## config.mk

```make
export PLATFORM = sky130hd
export DESIGN_NAME = tdm_demux_1_2
export DESIGN_NICKNAME = d
export VERILOG_FILES = /design/src/rtl/tdm_demux_1_2_pkg.sv /design/src/rtl/tdm_frame_timer.sv /design/src/rtl/tdm_demux_1_2.sv
export SDC_FILE = /design/constraint.sdc
export NUM_CORES = 1
export LEC_CHECK = 0
export BUFFER_PORTS_ARGS = -buffer_cell sky130_fd_sc_hd__buf_4
export CORE_AREA = 2 2 66 68
export DETAILED_ROUTE_END_ITERATION = 10
export DIE_AREA = 0 0 68 70
export PLACE_DENSITY = 0.61
export SKIP_LAST_GASP = 1
export SLEW_MARGIN = 20
export SYNTH_ARGS = -nofsm -noshare
export SYNTH_HDL_FRONTEND = slang
export SYNTH_SLANG_ARGS = --single-unit
```

## constraint.sdc

```tcl
create_clock -name sys_clk -period 1.6 [get_ports sys_clk]
set_input_delay 0.08 -clock sys_clk [delete_from_list [all_inputs] [get_ports sys_clk]]
set_output_delay 0.08 -clock sys_clk [all_outputs]
set_load 0.005 [all_outputs]
```

## src/rtl/tdm_demux_1_2_pkg.sv

```systemverilog
// Shared types and defaults for the two-channel TDM demultiplexer.
package tdm_demux_1_2_pkg;

    typedef enum logic [1:0] {
        S_HUNT   = 2'd0,
        S_WAIT2  = 2'd1,
        S_LOCKED = 2'd2
    } tdm_state_t;

    localparam int DEF_DATA_W = 8;
    localparam int DEF_CNT_W  = 8;

endpackage

```

## src/rtl/tdm_frame_timer.sv

```systemverilog
// Idle-cycle timer: expires on the LIMIT-th consecutive run cycle.
module tdm_frame_timer #(
    parameter int LIMIT = 16
) (
    input  logic clk,
    input  logic rst_n,
    input  logic clear,
    input  logic run,
    output logic expire
);

    localparam int CW = $clog2(LIMIT + 1);

    logic [CW-1:0] cnt_q;

    // Combinational so the FSM can act on the same edge that counts the last idle cycle.
    assign expire = run && (cnt_q == CW'(LIMIT - 1));

    always_ff @(posedge clk or negedge rst_n) begin
        if (!rst_n) begin
            cnt_q <= '0;
        end else if (clear) begin
            cnt_q <= '0;
        end else if (run) begin
            cnt_q <= cnt_q + 1'b1;
        end
    end

endmodule

```

## src/rtl/tdm_demux_1_2.sv

```systemverilog
// Two-channel TDM demultiplexer with frame alignment, timeout and frame counter.
module tdm_demux_1_2
    import tdm_demux_1_2_pkg::*;
#(
    parameter int DATA_W  = DEF_DATA_W,
    parameter int TIMEOUT = 16,
    parameter int CNT_W   = DEF_CNT_W
) (
    input  logic              sys_clk,
    input  logic              sys_rst_n,
    input  logic [DATA_W-1:0] in_data,
    input  logic              in_valid,
    input  logic              in_sof,
    output logic [DATA_W-1:0] out_1,
    output logic [DATA_W-1:0] out_2,
    output logic              out_1_valid,
    output logic              out_2_valid,
    output logic              pair_valid,
    output logic              err_sync,
    output logic [CNT_W-1:0]  frame_cnt
);

    tdm_state_t state_q, state_d;

    logic [DATA_W-1:0] out_1_d, out_2_d;
    logic [CNT_W-1:0]  cnt_d;
    logic              v1_d, v2_d, err_d;
    logic              tmr_clear, tmr_run, tmr_expire;

    assign tmr_clear = in_valid || (state_q != S_WAIT2);
    assign tmr_run   = (state_q == S_WAIT2) && !in_valid;

    tdm_frame_timer #(
        .LIMIT (TIMEOUT)
    ) u_timer (
        .clk    (sys_clk),
        .rst_n  (sys_rst_n),
        .clear  (tmr_clear),
        .run    (tmr_run),
        .expire (tmr_expire)
    );

    always_comb begin
        state_d = state_q;
        out_1_d = out_1;
        out_2_d = out_2;
        cnt_d   = frame_cnt;
        v1_d    = 1'b0;
        v2_d    = 1'b0;
        err_d   = 1'b0;
        unique case (state_q)
            S_WAIT2: begin
                if (in_valid && !in_sof) begin
                    out_2_d = in_data;
                    v2_d    = 1'b1;
                    cnt_d   = frame_cnt + 1'b1;
                    state_d = S_LOCKED;
                end else if (in_valid) begin
                    // A new sof restarts the frame rather than dropping it.
                    out_1_d = in_data;
                    v1_d    = 1'b1;
                    err_d   = 1'b1;
                end else if (tmr_expire) begin
                    err_d   = 1'b1;
                    state_d = S_HUNT;
                end
            end
            S_LOCKED: begin
                if (in_valid && in_sof) begin
                    out_1_d = in_data;
                    v1_d    = 1'b1;
                    state_d = S_WAIT2;
                end else if (in_valid) begin
                    err_d   = 1'b1;
                    state_d = S_HUNT;
                end
            end
            default: begin
                if (in_valid && in_sof) begin
                    out_1_d = in_data;
                    v1_d    = 1'b1;
                    state_d = S_WAIT2;
                end else if (in_valid) begin
                    err_d   = 1'b1;
                end
            end
        endcase
    end

    always_ff @(posedge sys_clk or negedge sys_rst_n) begin
        if (!sys_rst_n) begin
            state_q     <= S_HUNT;
            out_1       <= '0;
            out_2       <= '0;
            out_1_valid <= 1'b0;
            out_2_valid <= 1'b0;
            pair_valid  <= 1'b0;
            err_sync    <= 1'b0;
            frame_cnt   <= '0;
        end else begin
            state_q     <= state_d;
            out_1       <= out_1_d;
            out_2       <= out_2_d;
            out_1_valid <= v1_d;
            out_2_valid <= v2_d;
            pair_valid  <= v2_d;
            err_sync    <= err_d;
            frame_cnt   <= cnt_d;
        end
    end

endmodule
```

==> metrics.yaml, run 1 <==
floorplanning:
  std_cell_rows: 24
  die_w_um: 68
  dieHeight_um: 70
  start_util: 0.333
  coreArea_mm2: 0.00414
  io_pins: 40
  dieArea_mm2: 0.00476
cts:
  tritoncts: "done"
  cts_buffers: 5
  clock_latency_ps: 280
  cts.clk_slew.worst_paths_ps: 70
  cts_sinks: 34
  ctsLongestPathBuffers: 2
  post_cts_resized: 0
  cts_root_buf: "clkbuf_8"
  htreeDepth: 2
worst_setup_path:
  slowest_stage: "dfrtp_1"
  reg2reg_slack_ps: 340
  crit_chain: "ha_1 > and3_1 > ha_1 > nor2_1 > o21ai_0 > nand2_1"
  crit_top_cell: "ha_1"
  r2r_start: "u_timer.cnt_q[0]"
  required_ps: 1810
  cp_num_buf_inv: 0
  start_kind: "flop"
  worstPathArrival_ps: 1470
  max_stage_delay_ps: 390
  r2r_cells: 6
  critPathKind: "reg2reg"
  end_kind: "flop"
  critical_path.top_delay_family: "adder cells"
  r2r-end: "state_q[0]"
  worstPathMaxFanout: 3
cells_and_area:
  final_common_cell: "buf_4"
  drive_gt1_frac: 0.355
  nets: 183
  instances_no_fill: 221
  post-route-cell-area_mm2: 0.00192
  num_antenna_cells: 0
  fillCellCount: 412
  final_cell_mix: "41 x buf_4, 34 x dfrtp_1, 32 x nand2_1, 8 x mux2_2, 7 x nor2_1"
  synthToLayoutAreaGrowth_pct: 39.3
logic_synthesis:
  synth.top_cell.area_share: 0.616
  yosysSeqAreaShare: 0.616
  synth_warnings: 0
  synth_largest_area_cell: "dfrtp_1"
  synth_cells: 119
  syn-num-nets: 134
  synth_area_mm2: 0.00138
  netlist_top_cells_area: "dfrtp_1 62%, nand2_1 8.7%, mux2_2 6.5%"
  synth_seq_cells: 34
  synth.avg_cell_area_um2: 11.6
  synth_cell_type_count: 22
placed_design:
  portBuffers: 39
  dp_hpwl_um: 1990
  placed_cells: 208
  placed_cell_area_mm2: 0.00173
  gp_congestion: 0.771
route:
  vias_per_cell: 4.52
  ant_nets: 0
  wl_met2_um: 1470
  met3_length_um: 145
  wl_met1_um: 1110
  wl_um: 2760
  wl_per_cell_um: 12.5
  dr.max_layer_used: "met4"
  drcViolationCount: 0
  vias: 998
  drtPass1Iterations: 4
  drt_iter0_drc: 44
outcome:
  status: "finished, final reports clean"
global_routing:
  grt_max_degree: 35
  grt_overflow: 0
  grt_first_pass_wirelength_um: 4580
  grt_use_total: 0.130
  antenna_found_initial: 0
  grt_pass1_vias: 1023
sta:
  rsz0062_at_grt: "no"
  setup_viol: 0
  report.final.slew_viol_count: 0
  fin_crit_sh: 0.788
  hold_violations: 0
  worst_slew_pin_slew_ps: 503
  relSlewSlack: 0.664
  finClkSkew_ps: 4.71
  fin_crit_ps: 1260
  fin_tns_setup_ps: 0
  fmax_ghz: 0.793
power_and_ir_drop:
  p_leak_nw: 0.996
  p_per_area_mw_per_mm2: 1350
  finalPower_w: 0.00260
  vdd.ir_drop.worst_v: 0.000612
worst_hold_path:
  hold_end: "out_2[6]"
  holdPathStages: 3
  hp-start: "in_data[6]"
  min_path_type: "in2reg"
job:
  maxCapViolations: 0
## what timing repair did
item	CTS	global route
setup buffers	0	0
hold endpoints to repair	38	0
hold buffers	5	0
## cell families after synthesis
group,after synthesis,synth area share
AO/OA/AOI/OAI,4,0.0181
AND/OR/NAND/NOR,52,0.187
XOR/XNOR,9,0.0571
multiplexers,8,0.0652
buffers and inverters,9,0.0299
flip-flops,34,0.616
adder cells (fa/ha/maj),3,0.0272
## cell usage after synthesis (all sizes together)
library cell  count
ha                3
xnor2             4
nand2b            2
nand2            32
o21ai             1
and3              1
nor2b             2
xor2              5
a31oi             1
nor2              7
buf               4
nand3             3
nor4              1
nand4bb           1
nand4             1
nor3              2
a31o              1
mux2              8
dfrtp            34
inv               5
a21oi             1
## sequential cells by signal, summed over array words and instances (netlist names)
signal / flops
frame_cnt: 8
out_1: 8
out_2: 8
u_timer.cnt_q: 5
state_q: 2
err_sync: 1
out_1_valid: 1
pair_valid: 1
## worst max-delay path by stage
stage,startpoint,end,cells after the start
floorplan,u_timer.cnt_q[0],state_q[0],6
global placement,u_timer.cnt_q[0],state_q[0],6
detailed placement,u_timer.cnt_q[0],state_q[0],6
CTS,u_timer.cnt_q[0],state_q[0],6
global route,u_timer.cnt_q[0],state_q[0],6
finish,u_timer.cnt_q[0],state_q[0],6
## worst min-delay path, cell delays in order
cell     delay, ps
buf_4           80
nand2_1         40
nand2_1         50
## through the flow
stage / hold slack (ps) / util / worst slack (ps)
finish: 5.49 / 0.464 / 339
global route: 8.51 / 0.464 / 254
CTS: 4.76 / 0.464 / 331
detailed placement: 52.3 / 0.418 / 341
global placement: 44.6 / 0.418 / 368
floorplan: -216 / - / 417
## power by group
group | internal, W | switching (W) | total [W] | leakage, nW
Combinational | 0.000301 | 0.000199 | 0.000501 | 0.491
Sequential | 0.00101 | 0.000129 | 0.00114 | 0.433
Clock | 0.000664 | 0.000298 | 0.000962 | 0.0714
## metal layers
layer,track usage,up-vias
met4,0.0600,0
met3,0.0386,2
met1,0.146,492
met2,0.221,30
met5,0,-
li1,-,474
## area by class of cell
| class | count | area [um2] | area share |
|---|---|---|---|
| inverter | 5 | 18.8 | 0.00975 |
| tap | 52 | 65.1 | 0.0338 |
| sequential | 34 | 851 | 0.442 |
| clock buffer | 6 | 82.6 | 0.0429 |
| clock inverter | 2 | 60.1 | 0.0312 |
| multi-input combinational | 76 | 489 | 0.254 |
| timing repair buffer | 46 | 358 | 0.186 |
(Power assumes the default switching activity.)
==> inputs of run 2 (changes only) <==
Settings changed: PLACE_DENSITY 0.61 to 0.63.
Clock period 1.6 ns to 1.1 ns, I/O delays scaled along.
==> metrics.yaml, run 2 (synthesis gave the netlist of run 1 again) <==
cells_and_area:
  instances_no_fill: 238
  final_cell_mix: "51 x buf_4, 34 x dfrtp_1, 32 x nand2_1, 9 x dlygate4sd3_1, 8 x mux2_2"
  drive_gt1_frac: 0.435
  num_antenna_cells: 0
  nets: 200
  final_common_cell: "buf_4"
  synthToLayoutAreaGrowth_pct: 51.4
  largest_registers: "frame_cnt (8), out_1 (8), out_2 (8)"
worst_setup_path:
  reg2reg_slack_ps: -70
  end_kind: "flop"
  r2r-end: "frame_cnt[7]"
  cp_num_buf_inv: 1
  crit_start: "state_q[1]"
  r2r_start: "state_q[1]"
  crit_chain: "nand4bb_4 > buf_6 > nor4_4 > xor2_1"
  slowest_stage: "dfrtp_1"
  r2r_cells: 4
  start_kind: "flop"
  crit_path_end: "frame_cnt[7]"
  worstPathArrival_ps: 1380
  path_depth: 4
  critPathKind: "reg2reg"
  critical_path.top_delay_family: "flip-flops"
  required_ps: 1310
  worstPathMaxFanout: 7
  max_stage_delay_ps: 380
sta:
  hold_violations: 0
  fin_crit_sh: 1.06
  report.final.slew_viol_count: 0
  setup_viol: 8
  timing.final.ws_setup_ps: -69.4
  fin_crit_ps: 1170
  fmax_ghz: 0.855
  rsz0062_at_grt: "yes"
  worst_slew_pin_slew_ps: 434
  finClkSkew_ps: 13.3
  fin_tns_setup_ps: -234
  relSlewSlack: 0.711
power_and_ir_drop:
  p_leak_nw: 1.07
  finalPower_w: 0.00370
  p_per_area_mw_per_mm2: 1770
  vdd.ir_drop.worst_v: 0.000804
cts:
  htreeDepth: 2
  ctsLongestPathBuffers: 2
  cts_root_buf: "clkbuf_8"
  cts_sinks: 34
  tritoncts: "done"
  cts.clk_slew.worst_paths_ps: 70
  clock_latency_ps: 290
  cts_buffers: 5
route:
  ant_nets: 0
  vias_per_cell: 4.48
  drtPass1Iterations: 4
  drcViolationCount: 0
  vias: 1067
  drt_iter0_drc: 54
  wl_per_cell_um: 12.6
  wl_um: 3000
job:
  maxCapViolations: 0
outcome:
  violations: "setup timing"
  status: "finished with violations"
floorplanning:
  start_util: 0.333
  dieHeight_um: 70
  io_pins: 40
  coreArea_mm2: 0.00414
  std_cell_rows: 24
  dieArea_mm2: 0.00476
  die_w_um: 68
placed_design:
  dp_hpwl_um: 2080
  gp_congestion: 0.716
  placed_cells: 218
  portBuffers: 39
global_routing:
  grt_first_pass_wirelength_um: 5180
  antenna_found_initial: 0
  grt_max_degree: 35
  grt_use_total: 0.147
  grt_pass1_vias: 1129
  grt_overflow: 0
worst_hold_path:
  min_path_type: "in2reg"
-- run 2: changes by cell type in the layout (fill, tap and decap cells not counted), moves of 2 or more --
cell,before,now
buf_4,41,51
buf_6,0,2
clkinv_2,0,2
dlygate4sd3_1,5,9
ha_1,3,0
ha_2,0,2
-- run 2: power by group --
group	internal [W]	switching [W]	total, W
clock network	0.000667	0.000462	0.00113
registers	0.00147	0.000152	0.00162
logic	0.000584	0.000366	0.000950
total	0.00272	0.000980	0.00370
-- run 2: per-stage QoR --
stage | hold slack [ps] | cell area, um2 | utilization | worst slack [ps]
final | 93.5 | 2090 | 0.505 | -69.4
after global routing | 98.2 | 2090 | 0.505 | -172
after CTS | 87.5 | 2090 | 0.505 | -83.6
after detailed placement | 31.3 | 1840 | 0.444 | -105
after global placement | 20.8 | 1840 | 0.444 | -46.1
after floorplan | -241 | 1400 | - | -27.5
-- run 2: metal layers --
metal / track usage / vias up / wire (um)
met5: 0 / - / 0
li1: - / 516 / -
met2: 0.244 / 27 / 1550
met1: 0.173 / 519 / 1270
met3: 0.0338 / 5 / 116
met4: 0.0733 / 0 / 62
-- run 2: worst min path at each step --
stage / slack [ps] / end / cells past startpoint / from
global placement: 20 / frame_cnt[7] / 1 / sys_rst_n
finish: 90 / state_q[1] / 2 / in_valid
detailed placement: 30 / frame_cnt[6] / 1 / sys_rst_n
global route: 100 / state_q[1] / 2 / in_valid
CTS: 90 / state_q[1] / 2 / in_valid
floorplan: -240 / err_sync / 0 / sys_rst_n
-- run 2: what timing repair did --
item	CTS	global route
setup endpoints to repair	21	19
hold endpoints to repair	44	0
cloned	0	0
hold buffers	9	0
resized for setup	7	0
pin swaps	9	1
setup buffers	4	0
-- run 2: area by class of cell --
type                    instances  area (um2)
flip-flops and latches         34         851
multi-input cells              76         532
well taps                      52        65.1
repair buffers                 63         515
clock inverters                 3        40.0
fillers                       381        2050
clock buffers                   5        68.8
inverters                       5        18.8
==> inputs of run 3 (changes only) <==
Settings changed: ABC_AREA set to 1, CORE_AREA 2 2 66 68 to 2 2 71 73, DIE_AREA 0 0 68 70 to 0 0 73 75, PLACE_DENSITY 0.63 to 0.61.
==> metrics.yaml, run 3 <==
sta:
  fin_tns_setup_ps: -1090
  fmax_ghz: 0.758
  fin_crit_ps: 1320
  fin_crit_sh: 1.20
  report.final.slew_viol_count: 0
  relSlewSlack: 0.708
  timing.final.ws_setup_ps: -219
  whs_ps: 37.7
  finClkSkew_ps: 2.58
  worst_slew_pin_slew_ps: 439
  setup_viol: 16
  rsz0062_at_grt: "yes"
  hold_violations: 0
route:
  drcViolationCount: 0
  wl_per_cell_um: 11.4
  wl_um: 3330
  drt_iter0_drc: 58
  vias_per_cell: 4.45
  ant_nets: 0
  vias: 1299
  drtPass1Iterations: 4
worst_setup_path:
  start_kind: "flop"
  max_stage_delay_ps: 380
  crit_top_cell: "nand2_2"
  r2r_start: "u_timer.cnt_q[1]"
  r2r-end: "err_sync"
  critical_path.top_delay_family: "flip-flops"
  worstPathArrival_ps: 1490
  worstPathMaxFanout: 2
  critPathKind: "reg2reg"
  r2r_cells: 9
  cp_num_buf_inv: 2
  crit_start: "u_timer.cnt_q[1]"
  crit_path_end: "err_sync"
  path_depth: 9
  reg2reg_slack_ps: -220
  required_ps: 1270
  end_kind: "flop"
  crit_chain: "ha_2 > nand2_2 > nor2_4 > ha_4 > nand2_2 > nand2_2 > buf_4 > o22ai_2 > inv_1"
  slowest_stage: "dfrtp_1"
floorplanning:
  dieArea_mm2: 0.00548
  dieHeight_um: 75
  start_util: 0.338
  die_w_um: 73
  coreArea_mm2: 0.00466
  io_pins: 40
  std_cell_rows: 25
cts:
  clock_latency_ps: 280
  cts_root_buf: "clkbuf_8"
  cts_buffers: 5
  tritoncts: "done"
  ctsLongestPathBuffers: 2
  cts_sinks: 34
  htreeDepth: 2
  cts.clk_slew.worst_paths_ps: 70
logic_synthesis:
  synth.avg_cell_area_um2: 9.26
  yosysMostFrequentCell: "nand2_1"
  syn-num-nets: 185
  synth_cells: 170
  synthFlopType: "dfrtp_1"
  synth_edf_count: 0
  async_flop_share: 1.00
  synth.top_cell.area_share: 0.541
  synth_largest_area_cell: "dfrtp_1"
  yosys-top-cells-count: "55 x nand2_1, 34 x dfrtp_1, 23 x inv_1"
  synth_area_mm2: 0.00157
  synth_cell_type_count: 23
  netlist_top_cells_area: "dfrtp_1 54%, nand2_1 13%, inv_1 5.5%"
  yosysSeqAreaShare: 0.541
  synth_seq_cells: 34
  synth_warnings: 0
cells_and_area:
  nets: 252
  final_util: 0.507
  synthToLayoutAreaGrowth_pct: 50.2
  final_cell_mix: "57 x buf_4, 44 x nand2_1, 32 x dfrtp_1, 23 x inv_1, 13 x nand2_2"
  drive_gt1_frac: 0.471
  final_common_cell: "buf_4"
  largest_registers: "frame_cnt (8), out_1 (8), out_2 (8)"
  num_antenna_cells: 0
placed_design:
  dp_hpwl_um: 2180
  gp_congestion: 0.768
  dpl_worst_slack_ps: -204
  portBuffers: 39
power_and_ir_drop:
  vdd.ir_drop.worst_v: 0.00101
  p_leak_nw: 1.27
  p_per_area_mw_per_mm2: 2070
  finalPower_w: 0.00491
global_routing:
  grt_first_pass_wirelength_um: 5780
  grt_use_total: 0.139
  grt_overflow: 0
  grt_pass1_vias: 1315
  antenna_found_initial: 0
  grt_max_degree: 35
job:
  maxCapViolations: 0
outcome:
  violations: "setup timing"
  status: "finished with violations"
worst_hold_path:
  min_path_type: "in2reg"
## run 3: final cells by class
cell class | count | area, um2
fill | 455 | 2300
sequential | 34 | 853
multi-input combinational | 106 | 664
timing repair buffer | 64 | 564
clock buffer | 8 | 110
inverter | 26 | 105
tap | 54 | 67.6
## run 3: worst min-delay path, delay by kind of cell
family,cells,cell delay [ps]
AOI/OAI and AO/OA,1,110
buffers and inverters,2,110
## run 3: timing repair
action                                  4_1_cts  5_1_grt
hold buffers                                  1        0
endpoints found under the hold margin        34        0
endpoints found under the setup margin       17       21
cloned                                        2        0
pin swaps                                     5        6
setup buffers                                 5        2
resized for setup                            14       11
## run 3: cells by family after synthesis
logic type / count (synthesis) / synth area share
AND/OR/NAND/NOR: 80 / 0.232
flip-flops: 34 / 0.541
buffers and inverters: 30 / 0.0890
AO/OA/AOI/OAI: 18 / 0.0771
XOR/XNOR: 5 / 0.0374
adder cells (fa/ha/maj): 3 / 0.0238
## run 3: layer usage
layer | up-vias | GRT usage | share of wire
li1 | 654 | - | -
met1 | 611 | 0.172 | 0.42
met2 | 30 | 0.230 | 0.53
met3 | 4 | 0.0375 | 0.033
met4 | 0 | 0.0617 | 0.013
met5 | - | 0 | 0
## run 3: power breakdown
group	total, W	switching (W)	internal [W]
Sequential	0.00185	0.000268	0.00158
Clock	0.00106	0.000426	0.000632
Combinational	0.00200	0.000847	0.00115
## run 3: stage by stage
step           instance area [um2]  instances
2_1_floorplan                 1580        170
6_report                      2360        292
3_3_place_gp                  2050        274
3_5_place_dp                  2050        274
4_1_cts                       2310        290
5_1_grt                       2360        292
## run 3: how the worst min path moves through the flow
stage	startpoint	endpoint	slack, ps	depth (start not counted)
after floorplan	sys_rst_n	err_sync	-240	0
after global placement	sys_rst_n	frame_cnt[4]	30	1
after detailed placement	sys_rst_n	frame_cnt[4]	30	1
after CTS	in_valid	out_1_valid	30	3
after global routing	in_data[1]	out_2[1]	50	3
final	in_data[1]	out_2[1]	40	3
